### src/rtl/id_pkg.sv
// id_pkg: opcode/func constants, ALU encodings and decoded-instruction struct for id_issue
package id_pkg;
  localparam logic [5:0] OP_SPECIAL  = 6'b000000;
  localparam logic [5:0] OP_SPECIAL2 = 6'b011100;
  localparam logic [5:0] OP_ORI      = 6'b001101;
  localparam logic [5:0] OP_ANDI     = 6'b001100;
  localparam logic [5:0] OP_XORI     = 6'b001110;
  localparam logic [5:0] OP_LUI      = 6'b001111;
  localparam logic [5:0] OP_SLTI     = 6'b001010;
  localparam logic [5:0] OP_SLTIU    = 6'b001011;
  localparam logic [5:0] OP_ADDI     = 6'b001000;
  localparam logic [5:0] OP_ADDIU    = 6'b001001;
  localparam logic [5:0] OP_PREF     = 6'b110011;
  localparam logic [5:0] FN_AND   = 6'b100100;
  localparam logic [5:0] FN_OR    = 6'b100101;
  localparam logic [5:0] FN_XOR   = 6'b100110;
  localparam logic [5:0] FN_NOR   = 6'b100111;
  localparam logic [5:0] FN_SLLV  = 6'b000100;
  localparam logic [5:0] FN_SRLV  = 6'b000110;
  localparam logic [5:0] FN_SRAV  = 6'b000111;
  localparam logic [5:0] FN_SLL   = 6'b000000;
  localparam logic [5:0] FN_SRL   = 6'b000010;
  localparam logic [5:0] FN_SRA   = 6'b000011;
  localparam logic [5:0] FN_SYNC  = 6'b001111;
  localparam logic [5:0] FN_MFHI  = 6'b010000;
  localparam logic [5:0] FN_MTHI  = 6'b010001;
  localparam logic [5:0] FN_MFLO  = 6'b010010;
  localparam logic [5:0] FN_MTLO  = 6'b010011;
  localparam logic [5:0] FN_MOVZ  = 6'b001010;
  localparam logic [5:0] FN_MOVN  = 6'b001011;
  localparam logic [5:0] FN_SLT   = 6'b101010;
  localparam logic [5:0] FN_SLTU  = 6'b101011;
  localparam logic [5:0] FN_ADD   = 6'b100000;
  localparam logic [5:0] FN_ADDU  = 6'b100001;
  localparam logic [5:0] FN_SUB   = 6'b100010;
  localparam logic [5:0] FN_SUBU  = 6'b100011;
  localparam logic [5:0] FN_MULT  = 6'b011000;
  localparam logic [5:0] FN_MULTU = 6'b011001;
  localparam logic [5:0] FN2_CLZ  = 6'b100000;
  localparam logic [5:0] FN2_CLO  = 6'b100001;
  localparam logic [5:0] FN2_MUL  = 6'b000010;
  typedef enum logic [7:0] {
    ALU_NOP   = 8'h00, ALU_OR    = 8'h25, ALU_AND   = 8'h24, ALU_XOR   = 8'h26,
    ALU_NOR   = 8'h27, ALU_SLL   = 8'h7c, ALU_SRL   = 8'h02, ALU_SRA   = 8'h03,
    ALU_MOVZ  = 8'h0a, ALU_MOVN  = 8'h0b, ALU_MFHI  = 8'h10, ALU_MTHI  = 8'h11,
    ALU_MFLO  = 8'h12, ALU_MTLO  = 8'h13, ALU_SLT   = 8'h2a, ALU_SLTU  = 8'h2b,
    ALU_ADD   = 8'h20, ALU_ADDU  = 8'h21, ALU_SUB   = 8'h22, ALU_SUBU  = 8'h23,
    ALU_MULT  = 8'h18, ALU_MULTU = 8'h19, ALU_ADDI  = 8'h55, ALU_ADDIU = 8'h56,
    ALU_CLZ   = 8'hb0, ALU_CLO   = 8'hb1, ALU_MUL   = 8'ha9
  } aluop_e;
  typedef enum logic [2:0] {
    SEL_NOP = 3'd0, SEL_LOGIC = 3'd1, SEL_SHIFT = 3'd2, SEL_MOVE = 3'd3, SEL_ARITH = 3'd4, SEL_MUL = 3'd5
  } alusel_e;
  typedef struct packed {
    aluop_e      aluop;
    alusel_e     alusel;
    logic [4:0]  wd;
    logic        wreg;
    logic        read1;
    logic        read2;
    logic [31:0] imm;
    logic        illegal;
  } dec_t;
endpackage

### src/rtl/id_decode.sv
// id_decode: combinational MIPS decoder, inst_i -> dec_o (aluop, alusel, wd, wreg, read enables, imm, illegal)
module id_decode import id_pkg::*; (
  input  logic [31:0] inst_i,
  output dec_t        dec_o
);
  logic [5:0] op, fn;
  logic [4:0] rs, rt, rd, sa;
  logic [15:0] imm16;
  dec_t d;
  assign {op, rs, rt, rd, sa, fn} = inst_i;
  assign imm16 = inst_i[15:0];
  always_comb begin
    d = '0;
    case (op)
      OP_SPECIAL: begin
        d.wd = rd; d.wreg = 1'b1; d.read1 = 1'b1; d.read2 = 1'b1;
        case (fn)
          FN_OR:    begin d.aluop = ALU_OR;   d.alusel = SEL_LOGIC; end
          FN_AND:   begin d.aluop = ALU_AND;  d.alusel = SEL_LOGIC; end
          FN_XOR:   begin d.aluop = ALU_XOR;  d.alusel = SEL_LOGIC; end
          FN_NOR:   begin d.aluop = ALU_NOR;  d.alusel = SEL_LOGIC; end
          FN_SLLV:  begin d.aluop = ALU_SLL;  d.alusel = SEL_SHIFT; end
          FN_SRLV:  begin d.aluop = ALU_SRL;  d.alusel = SEL_SHIFT; end
          FN_SRAV:  begin d.aluop = ALU_SRA;  d.alusel = SEL_SHIFT; end
          FN_SLL:   begin d.aluop = ALU_SLL;  d.alusel = SEL_SHIFT; d.read1 = 1'b0; d.imm = {27'd0, sa}; d.illegal = rs != 5'd0; end
          FN_SRL:   begin d.aluop = ALU_SRL;  d.alusel = SEL_SHIFT; d.read1 = 1'b0; d.imm = {27'd0, sa}; d.illegal = rs != 5'd0; end
          FN_SRA:   begin d.aluop = ALU_SRA;  d.alusel = SEL_SHIFT; d.read1 = 1'b0; d.imm = {27'd0, sa}; d.illegal = rs != 5'd0; end
          FN_MFHI:  begin d.aluop = ALU_MFHI; d.alusel = SEL_MOVE;  d.read1 = 1'b0; d.read2 = 1'b0; end
          FN_MFLO:  begin d.aluop = ALU_MFLO; d.alusel = SEL_MOVE;  d.read1 = 1'b0; d.read2 = 1'b0; end
          FN_MTHI:  begin d.aluop = ALU_MTHI; d.read2 = 1'b0; d.wreg = 1'b0; end
          FN_MTLO:  begin d.aluop = ALU_MTLO; d.read2 = 1'b0; d.wreg = 1'b0; end
          FN_MOVN:  begin d.aluop = ALU_MOVN; d.alusel = SEL_MOVE; end
          FN_MOVZ:  begin d.aluop = ALU_MOVZ; d.alusel = SEL_MOVE; end
          FN_SLT:   begin d.aluop = ALU_SLT;  d.alusel = SEL_ARITH; end
          FN_SLTU:  begin d.aluop = ALU_SLTU; d.alusel = SEL_ARITH; end
          FN_ADD:   begin d.aluop = ALU_ADD;  d.alusel = SEL_ARITH; end
          FN_ADDU:  begin d.aluop = ALU_ADDU; d.alusel = SEL_ARITH; end
          FN_SUB:   begin d.aluop = ALU_SUB;  d.alusel = SEL_ARITH; end
          FN_SUBU:  begin d.aluop = ALU_SUBU; d.alusel = SEL_ARITH; end
          FN_MULT:  begin d.aluop = ALU_MULT;  d.wreg = 1'b0; end
          FN_MULTU: begin d.aluop = ALU_MULTU; d.wreg = 1'b0; end
          FN_SYNC:  begin d.wreg = 1'b0; d.read1 = 1'b0; d.read2 = 1'b0; end
          default:  d.illegal = 1'b1;
        endcase
      end
      OP_SPECIAL2: begin
        d.wd = rd; d.wreg = 1'b1; d.read1 = 1'b1;
        case (fn)
          FN2_CLZ: begin d.aluop = ALU_CLZ; d.alusel = SEL_ARITH; end
          FN2_CLO: begin d.aluop = ALU_CLO; d.alusel = SEL_ARITH; end
          FN2_MUL: begin d.aluop = ALU_MUL; d.alusel = SEL_MUL; d.read2 = 1'b1; end
          default: d.illegal = 1'b1;
        endcase
      end
      OP_ORI:   begin d.aluop = ALU_OR;    d.alusel = SEL_LOGIC; d.imm = {16'd0, imm16}; end
      OP_ANDI:  begin d.aluop = ALU_AND;   d.alusel = SEL_LOGIC; d.imm = {16'd0, imm16}; end
      OP_XORI:  begin d.aluop = ALU_XOR;   d.alusel = SEL_LOGIC; d.imm = {16'd0, imm16}; end
      OP_LUI:   begin d.aluop = ALU_OR;    d.alusel = SEL_LOGIC; d.imm = {imm16, 16'd0}; end
      OP_SLTI:  begin d.aluop = ALU_SLT;   d.alusel = SEL_ARITH; d.imm = {{16{imm16[15]}}, imm16}; end
      OP_SLTIU: begin d.aluop = ALU_SLTU;  d.alusel = SEL_ARITH; d.imm = {{16{imm16[15]}}, imm16}; end
      OP_ADDI:  begin d.aluop = ALU_ADDI;  d.alusel = SEL_ARITH; d.imm = {{16{imm16[15]}}, imm16}; end
      OP_ADDIU: begin d.aluop = ALU_ADDIU; d.alusel = SEL_ARITH; d.imm = {{16{imm16[15]}}, imm16}; end
      OP_PREF:  ;
      default:  d.illegal = 1'b1;
    endcase
    if (op inside {OP_ORI, OP_ANDI, OP_XORI, OP_LUI, OP_SLTI, OP_SLTIU, OP_ADDI, OP_ADDIU}) begin
      d.wd = rt; d.wreg = 1'b1; d.read1 = 1'b1;
    end
    if (d.illegal) begin
      d = '0;
      d.illegal = 1'b1;
    end
  end
  assign dec_o = d;
endmodule

### src/rtl/id_issue.sv
// id_issue: MIPS decode/issue stage with operand forwarding (ID_FWD_EN), load-use interlock, ID/EX register, stall counter
module id_issue import id_pkg::*; #(
  parameter int DATA_W   = 32,
  parameter int ADDR_W   = 5,
  parameter int FWD_PORTS = 2,
  parameter int ALUOP_W  = 8,
  parameter int ALUSEL_W = 3
) (
  input  logic                          clk,
  input  logic                          rst,
  input  logic                          if_valid_i,
  output logic                          if_ready_o,
  input  logic [31:0]                   pc_i,
  input  logic [31:0]                   inst_i,
  output logic [ADDR_W-1:0]             reg1_addr_o,
  output logic [ADDR_W-1:0]             reg2_addr_o,
  input  logic [DATA_W-1:0]             reg1_data_i,
  input  logic [DATA_W-1:0]             reg2_data_i,
  input  logic [FWD_PORTS-1:0]          fwd_wreg_i,
  input  logic [FWD_PORTS*ADDR_W-1:0]   fwd_wd_i,
  input  logic [FWD_PORTS*DATA_W-1:0]   fwd_wdata_i,
  input  logic [FWD_PORTS-1:0]          fwd_pend_i,
  input  logic                          flush_i,
  output logic                          ex_valid_o,
  input  logic                          ex_ready_i,
  output logic [31:0]                   pc_o,
  output logic [ALUOP_W-1:0]            aluop_o,
  output logic [ALUSEL_W-1:0]           alusel_o,
  output logic [DATA_W-1:0]             reg1_o,
  output logic [DATA_W-1:0]             reg2_o,
  output logic [ADDR_W-1:0]             wd_o,
  output logic                          wreg_o,
  output logic                          illegal_o,
  output logic [15:0]                   stall_cnt_o
);
  typedef struct packed {
    logic [31:0]         pc;
    logic [ALUOP_W-1:0]  aluop;
    logic [ALUSEL_W-1:0] alusel;
    logic [DATA_W-1:0]   reg1;
    logic [DATA_W-1:0]   reg2;
    logic [ADDR_W-1:0]   wd;
    logic                wreg;
    logic                illegal;
  } ex_t;
  dec_t dec;
  ex_t ex_q, ex_d;
  logic ex_valid_q, ex_valid_d;
  logic [15:0] stall_cnt_q, stall_cnt_d;
  logic [1:0][ADDR_W-1:0] addr;
  logic [1:0][DATA_W-1:0] rdata, opnd;
  logic [1:0] rden, haz;
  logic hazard, advance, accept, wreg;
  id_decode u_dec (.inst_i(inst_i), .dec_o(dec));
  assign reg1_addr_o = ADDR_W'(inst_i[25:21]);
  assign reg2_addr_o = ADDR_W'(inst_i[20:16]);
  assign addr  = {reg2_addr_o, reg1_addr_o};
  assign rdata = {reg2_data_i, reg1_data_i};
  assign rden  = {dec.read2, dec.read1};
`ifndef ID_FWD_EN
  logic unused_fwd;
  assign unused_fwd = ^{fwd_wdata_i, fwd_pend_i};
`endif
  // Ports are scanned oldest-first so the youngest (lowest index) match wins.
  always_comb begin
    for (int i = 0; i < 2; i++) begin
      opnd[i] = !rden[i] ? DATA_W'(dec.imm) : (addr[i] == '0) ? '0 : rdata[i];
      haz[i] = 1'b0;
      for (int k = FWD_PORTS - 1; k >= 0; k--)
        if (rden[i] && addr[i] != '0 && fwd_wreg_i[k] && fwd_wd_i[k*ADDR_W +: ADDR_W] == addr[i]) begin
`ifdef ID_FWD_EN
          opnd[i] = fwd_wdata_i[k*DATA_W +: DATA_W];
          haz[i] = fwd_pend_i[k];
`else
          haz[i] = 1'b1;
`endif
        end
    end
  end
  assign hazard     = |haz;
  assign advance    = !ex_valid_q || ex_ready_i;
  assign if_ready_o = advance && !hazard && !flush_i;
  assign accept     = if_valid_i && if_ready_o;
  assign wreg = (dec.aluop == ALU_MOVN) ? |opnd[1] : (dec.aluop == ALU_MOVZ) ? ~|opnd[1] : dec.wreg;
  always_comb begin
    ex_d = accept ? '{pc: pc_i, aluop: ALUOP_W'(dec.aluop), alusel: ALUSEL_W'(dec.alusel), reg1: opnd[0],
                      reg2: opnd[1], wd: ADDR_W'(dec.wd), wreg: wreg, illegal: dec.illegal} : ex_q;
    ex_valid_d = accept ? 1'b1 : (flush_i || advance) ? 1'b0 : ex_valid_q;
    stall_cnt_d = (if_valid_i && hazard && !flush_i && stall_cnt_q != 16'hffff) ? stall_cnt_q + 16'd1 : stall_cnt_q;
  end
  always_ff @(posedge clk) begin
    if (rst) begin
      ex_q <= '0;
      ex_valid_q <= 1'b0;
      stall_cnt_q <= '0;
    end else begin
      ex_q <= ex_d;
      ex_valid_q <= ex_valid_d;
      stall_cnt_q <= stall_cnt_d;
    end
  end
  assign ex_valid_o  = ex_valid_q;
  assign pc_o        = ex_q.pc;
  assign aluop_o     = ex_q.aluop;
  assign alusel_o    = ex_q.alusel;
  assign reg1_o      = ex_q.reg1;
  assign reg2_o      = ex_q.reg2;
  assign wd_o        = ex_q.wd;
  assign wreg_o      = ex_q.wreg;
  assign illegal_o   = ex_q.illegal;
  assign stall_cnt_o = stall_cnt_q;
endmodule

### config.mk
export PLATFORM = sky130hd
export DESIGN_NAME = id_issue
export DESIGN_NICKNAME = d
export VERILOG_FILES = /design/src/rtl/id_pkg.sv /design/src/rtl/id_decode.sv /design/src/rtl/id_issue.sv
export SDC_FILE = /design/constraint.sdc
export NUM_CORES = 1
export LEC_CHECK = 0
export ABC_AREA = 1
export BUFFER_PORTS_ARGS = -buffer_cell sky130_fd_sc_hd__buf_2
export CAP_MARGIN = 20
export CORE_AREA = 5 5 135 137
export DETAILED_ROUTE_END_ITERATION = 7
export DIE_AREA = 0 0 140 142
export PLACE_DENSITY = 0.76
export SETUP_SLACK_MARGIN = 0.02
export SLEW_MARGIN = 20
export SYNTH_ARGS = -nofsm -noshare
export SYNTH_HDL_FRONTEND = slang
export SYNTH_SLANG_ARGS = --single-unit
export TNS_END_PERCENT = 10
### constraint.sdc
create_clock -name clk -period 2.7 [get_ports clk]
set_input_delay 0.135 -clock clk [delete_from_list [all_inputs] [get_ports clk]]
set_output_delay 0.135 -clock clk [all_outputs]
set_load 0.05 [all_outputs]
==> results.md <==
- R2R cell count: 12
- Required @ worst endpoint: 3.05 ns
- Overall Global Routing Usage: 0.272
- Smallest hold slack: 0.0293 ns
- Vias/cell: 5.29
- Dpl ws: -0.128 ns
- Area delta synth->final: 40.2%
- Fin crit share: 0.889
- ANT nets after route: 0
- Worst hold path class: input pin to flop
- Worst skew pair latency: 0.42 ns
- Site row count: 48
- Crit-path max FO: 34
- Mux share of post-synthesis cell area: 0
- Pwr Density: 542 mW/mm2
- Fin. Hold Viols: 0
- Status: complete, no violations
- Synth Area in Simple Gates: 0.324
- Vert. Die Dim: 142 um
- CP Class: input pin to flop
- Largest family of logic cells by synthesized area: simple AND/OR/NAND/NOR gates
- Pin count of the biggest net entering global routing: 64
- Max VDD drop: roughly 490 uV
- Root Driver: clkbuf_16
- Synth unique cells: 43
- Setup ws final: 0.299 ns
- CTS tree: done
- Vias in the first global route: 8718
- Io pins: 353
- Wire length of the first global-routing pass: 43900 um
- RSZ-0062 raised after global routing: yes
- Routed WL per cell: 16.5 um
- Syn Nets: 1330
- Final Max Tran Viols: 0
- Maxcap violations: 0
- Drt first pass iters: 7
- Setup crit end kind: flop
- Hpwl dp: between 15000 and 20000 um
- Clock Pin Slew Worst Setup and Hold Paths: 0.06 ns
- Synth async-reset ratio: 0
- Area fraction of the dominant cell type after synthesis: 0.361
- Worst slew pin tran: 0.686 ns
- Avg Cell Area, Syn: 6.49 um2
- DR DRC count: 0
- Antenna violations before repair: 0
- H-tree depth: 4
- Max Clk Rate: 417 MHz
- Core area: 0.0169 mm2
- Worst Setup Start Kind: input pin
- Flops & latches, synth: roughly 130
- Die area: 0.0199 mm2
- Share of cells above drive strength 1: 0.270
- Adder-Cell Fraction of Synth Area: 0.00172
- Starting density of the core: 0.429
- Final RePlAce weighted congestion: 1.02
- Compound-cell area share of the yosys netlist: 0.186
- DRT iter0 DRCs: 749
- DIE WIDTH: 140 um
- Fin crit period: 2.40 ns
- Post-Synth XOR/XNOR Area: 0.0145
- Final net count: 1662
- Seq/Total Area, Yosys: 0.361
- Synth area leaders: dfxtp_1 36%, nand2_1 13%, a21oi_1 7.2%
- Final Skew: between 0.005 and 0.006 ns
- Synth Instances: about 1100
- GRT overflow: 0
- Post-synth top area cell: dfxtp_1
- # setup viols final: 0
- Top FF cell, synth: dfxtp_1
- Hold-critical path depth: 3
- CTS sink cnt: 131
- P_leak: 0.00518 uW
- WL final: 27800 um
- IO Port Bufs: 286
- Synth Warn #: 0
- Critical Path AT: 2.75 ns
- Clock Path Buffers: 2
- Slew Limit Headroom: 0.543
- Synth Cell Area: 0.00726 mm2
- Post-Layout Cell Count: 1691
- Cts bufs inserted: 17
- EDFF count, synth: 0
- DR vias: 8951
- Post-Place Cells: 1592
-- layout make-up --
cell class / instances / area, um2
clock buffer: 17 / 425
clock inverter: 15 / 168
inverter: 122 / 460
multi-input combinational: 793 / 3820
antenna: 3 / 7.51
timing repair buffer: 385 / 2390
fill: 1586 / 6760
sequential: 131 / 2620
tap: 225 / 282
-- flip-flops by register name, summed over array words and instances, names as in the netlist --
name,count
reg1_o,32
wd_o,5
reg2_o,32
wreg_o,1
ex_valid_o,1
aluop_o,8
stall_cnt_o,16
illegal_o,1
pc_o,32
alusel_o,3
-- synthesized netlist by cell type, types with 12 or more instances --
master,number
o21ai_0,92
buf_2,26
nand3_1,46
inv_2,12
nor3_1,13
a31oi_1,35
nor2_1,120
nand2_1,258
nand4_1,49
a21oi_1,105
dfxtp_1,131
o21ai_1,13
clkbuf_1,29
inv_1,110
-- where the power goes --
| group | leakage [uW] | internal (uW) | total (uW) | switching [uW] |
|---|---|---|---|---|
| combinational | 0.00383 | 354 | 1140 | 783 |
| sequential | 0.00107 | 2020 | 2060 | 43.6 |
| clock | 0.000285 | 1310 | 2320 | 1010 |
| total | 0.00518 | 3690 | 5520 | 1830 |
-- critical path: stages --
cell and delay [ns]:
buf_2 0.12, nor2_1 0.24, nand3_4 0.15, nand2_2 0.11, nor2_2 0.07, nor2_8 0.42, nand2_8 0.16, nor2_4 0.12
buf_4 0.36, nand3_1 0.13, nand2_1 0.08, nor2_1 0.08, nor2_1 0.11, nand3_1 0.14, inv_1 0.12, nand2_1 0.05
a21oi_1 0.12
-- worst paths after layout --
path,slack [ns],end,from
max,0.30,stall_cnt_o[11],inst_i[29]
min,0.03,reg2_o[11],reg2_data_i[11]
max reg2reg,0.62,stall_cnt_o[12],stall_cnt_o[1]
min reg2reg,0.46,aluop_o[4],aluop_o[4]
-- cell usage in the layout, fill, tap and decap left out, drive strengths merged, types with 35 or more instances in the layout --
cell | netlist | layout
inv | 122 | 129
o21ai | 106 | 106
a31oi | 35 | 35
nand2 | 267 | 267
nor2 | 133 | 133
dlygate4sd3 | 0 | 64
nand3 | 48 | 48
buf | 42 | 321
dfxtp | 131 | 131
nand4 | 49 | 49
a21oi | 105 | 105
-- metal layers --
layer / vias up / part of all wire / GRT usage
met5: - / 0 / 0
met4: 0 / 0.040 / 0.127
met3: 91 / 0.081 / 0.0662
met2: 431 / 0.48 / 0.461
met1: 4073 / 0.40 / 0.326
li1: 4356 / - / -
-- through the flow --
step	cell area [um2]	setup TNS, ns	utilization	power [uW]
2_1_floorplan	7260	0	-	2800
3_3_place_gp	8930	-0.722	0.527	3130
3_5_place_dp	8930	-1.96	0.527	3140
4_1_cts	10200	0	0.600	5530
5_1_grt	10200	0	0.600	5730
6_report	10200	0	0.601	5520
-- what timing repair did --
item	in CTS	in global routing
endpoints found under the setup margin	0	7
resized for setup	0	1
hold buffers	64	0
buffers inserted	0	0
endpoints found under the hold margin	64	0
-- logic make-up after synthesis --
family                     Yosys count
DFF                                131
xor gates and xnor gates            12
AOI/OAI and AO/OA                  255
buffers and inverters              194
and+or+nand+nor                    525
adders and majority gates            1
(Power assumes the default switching activity.)
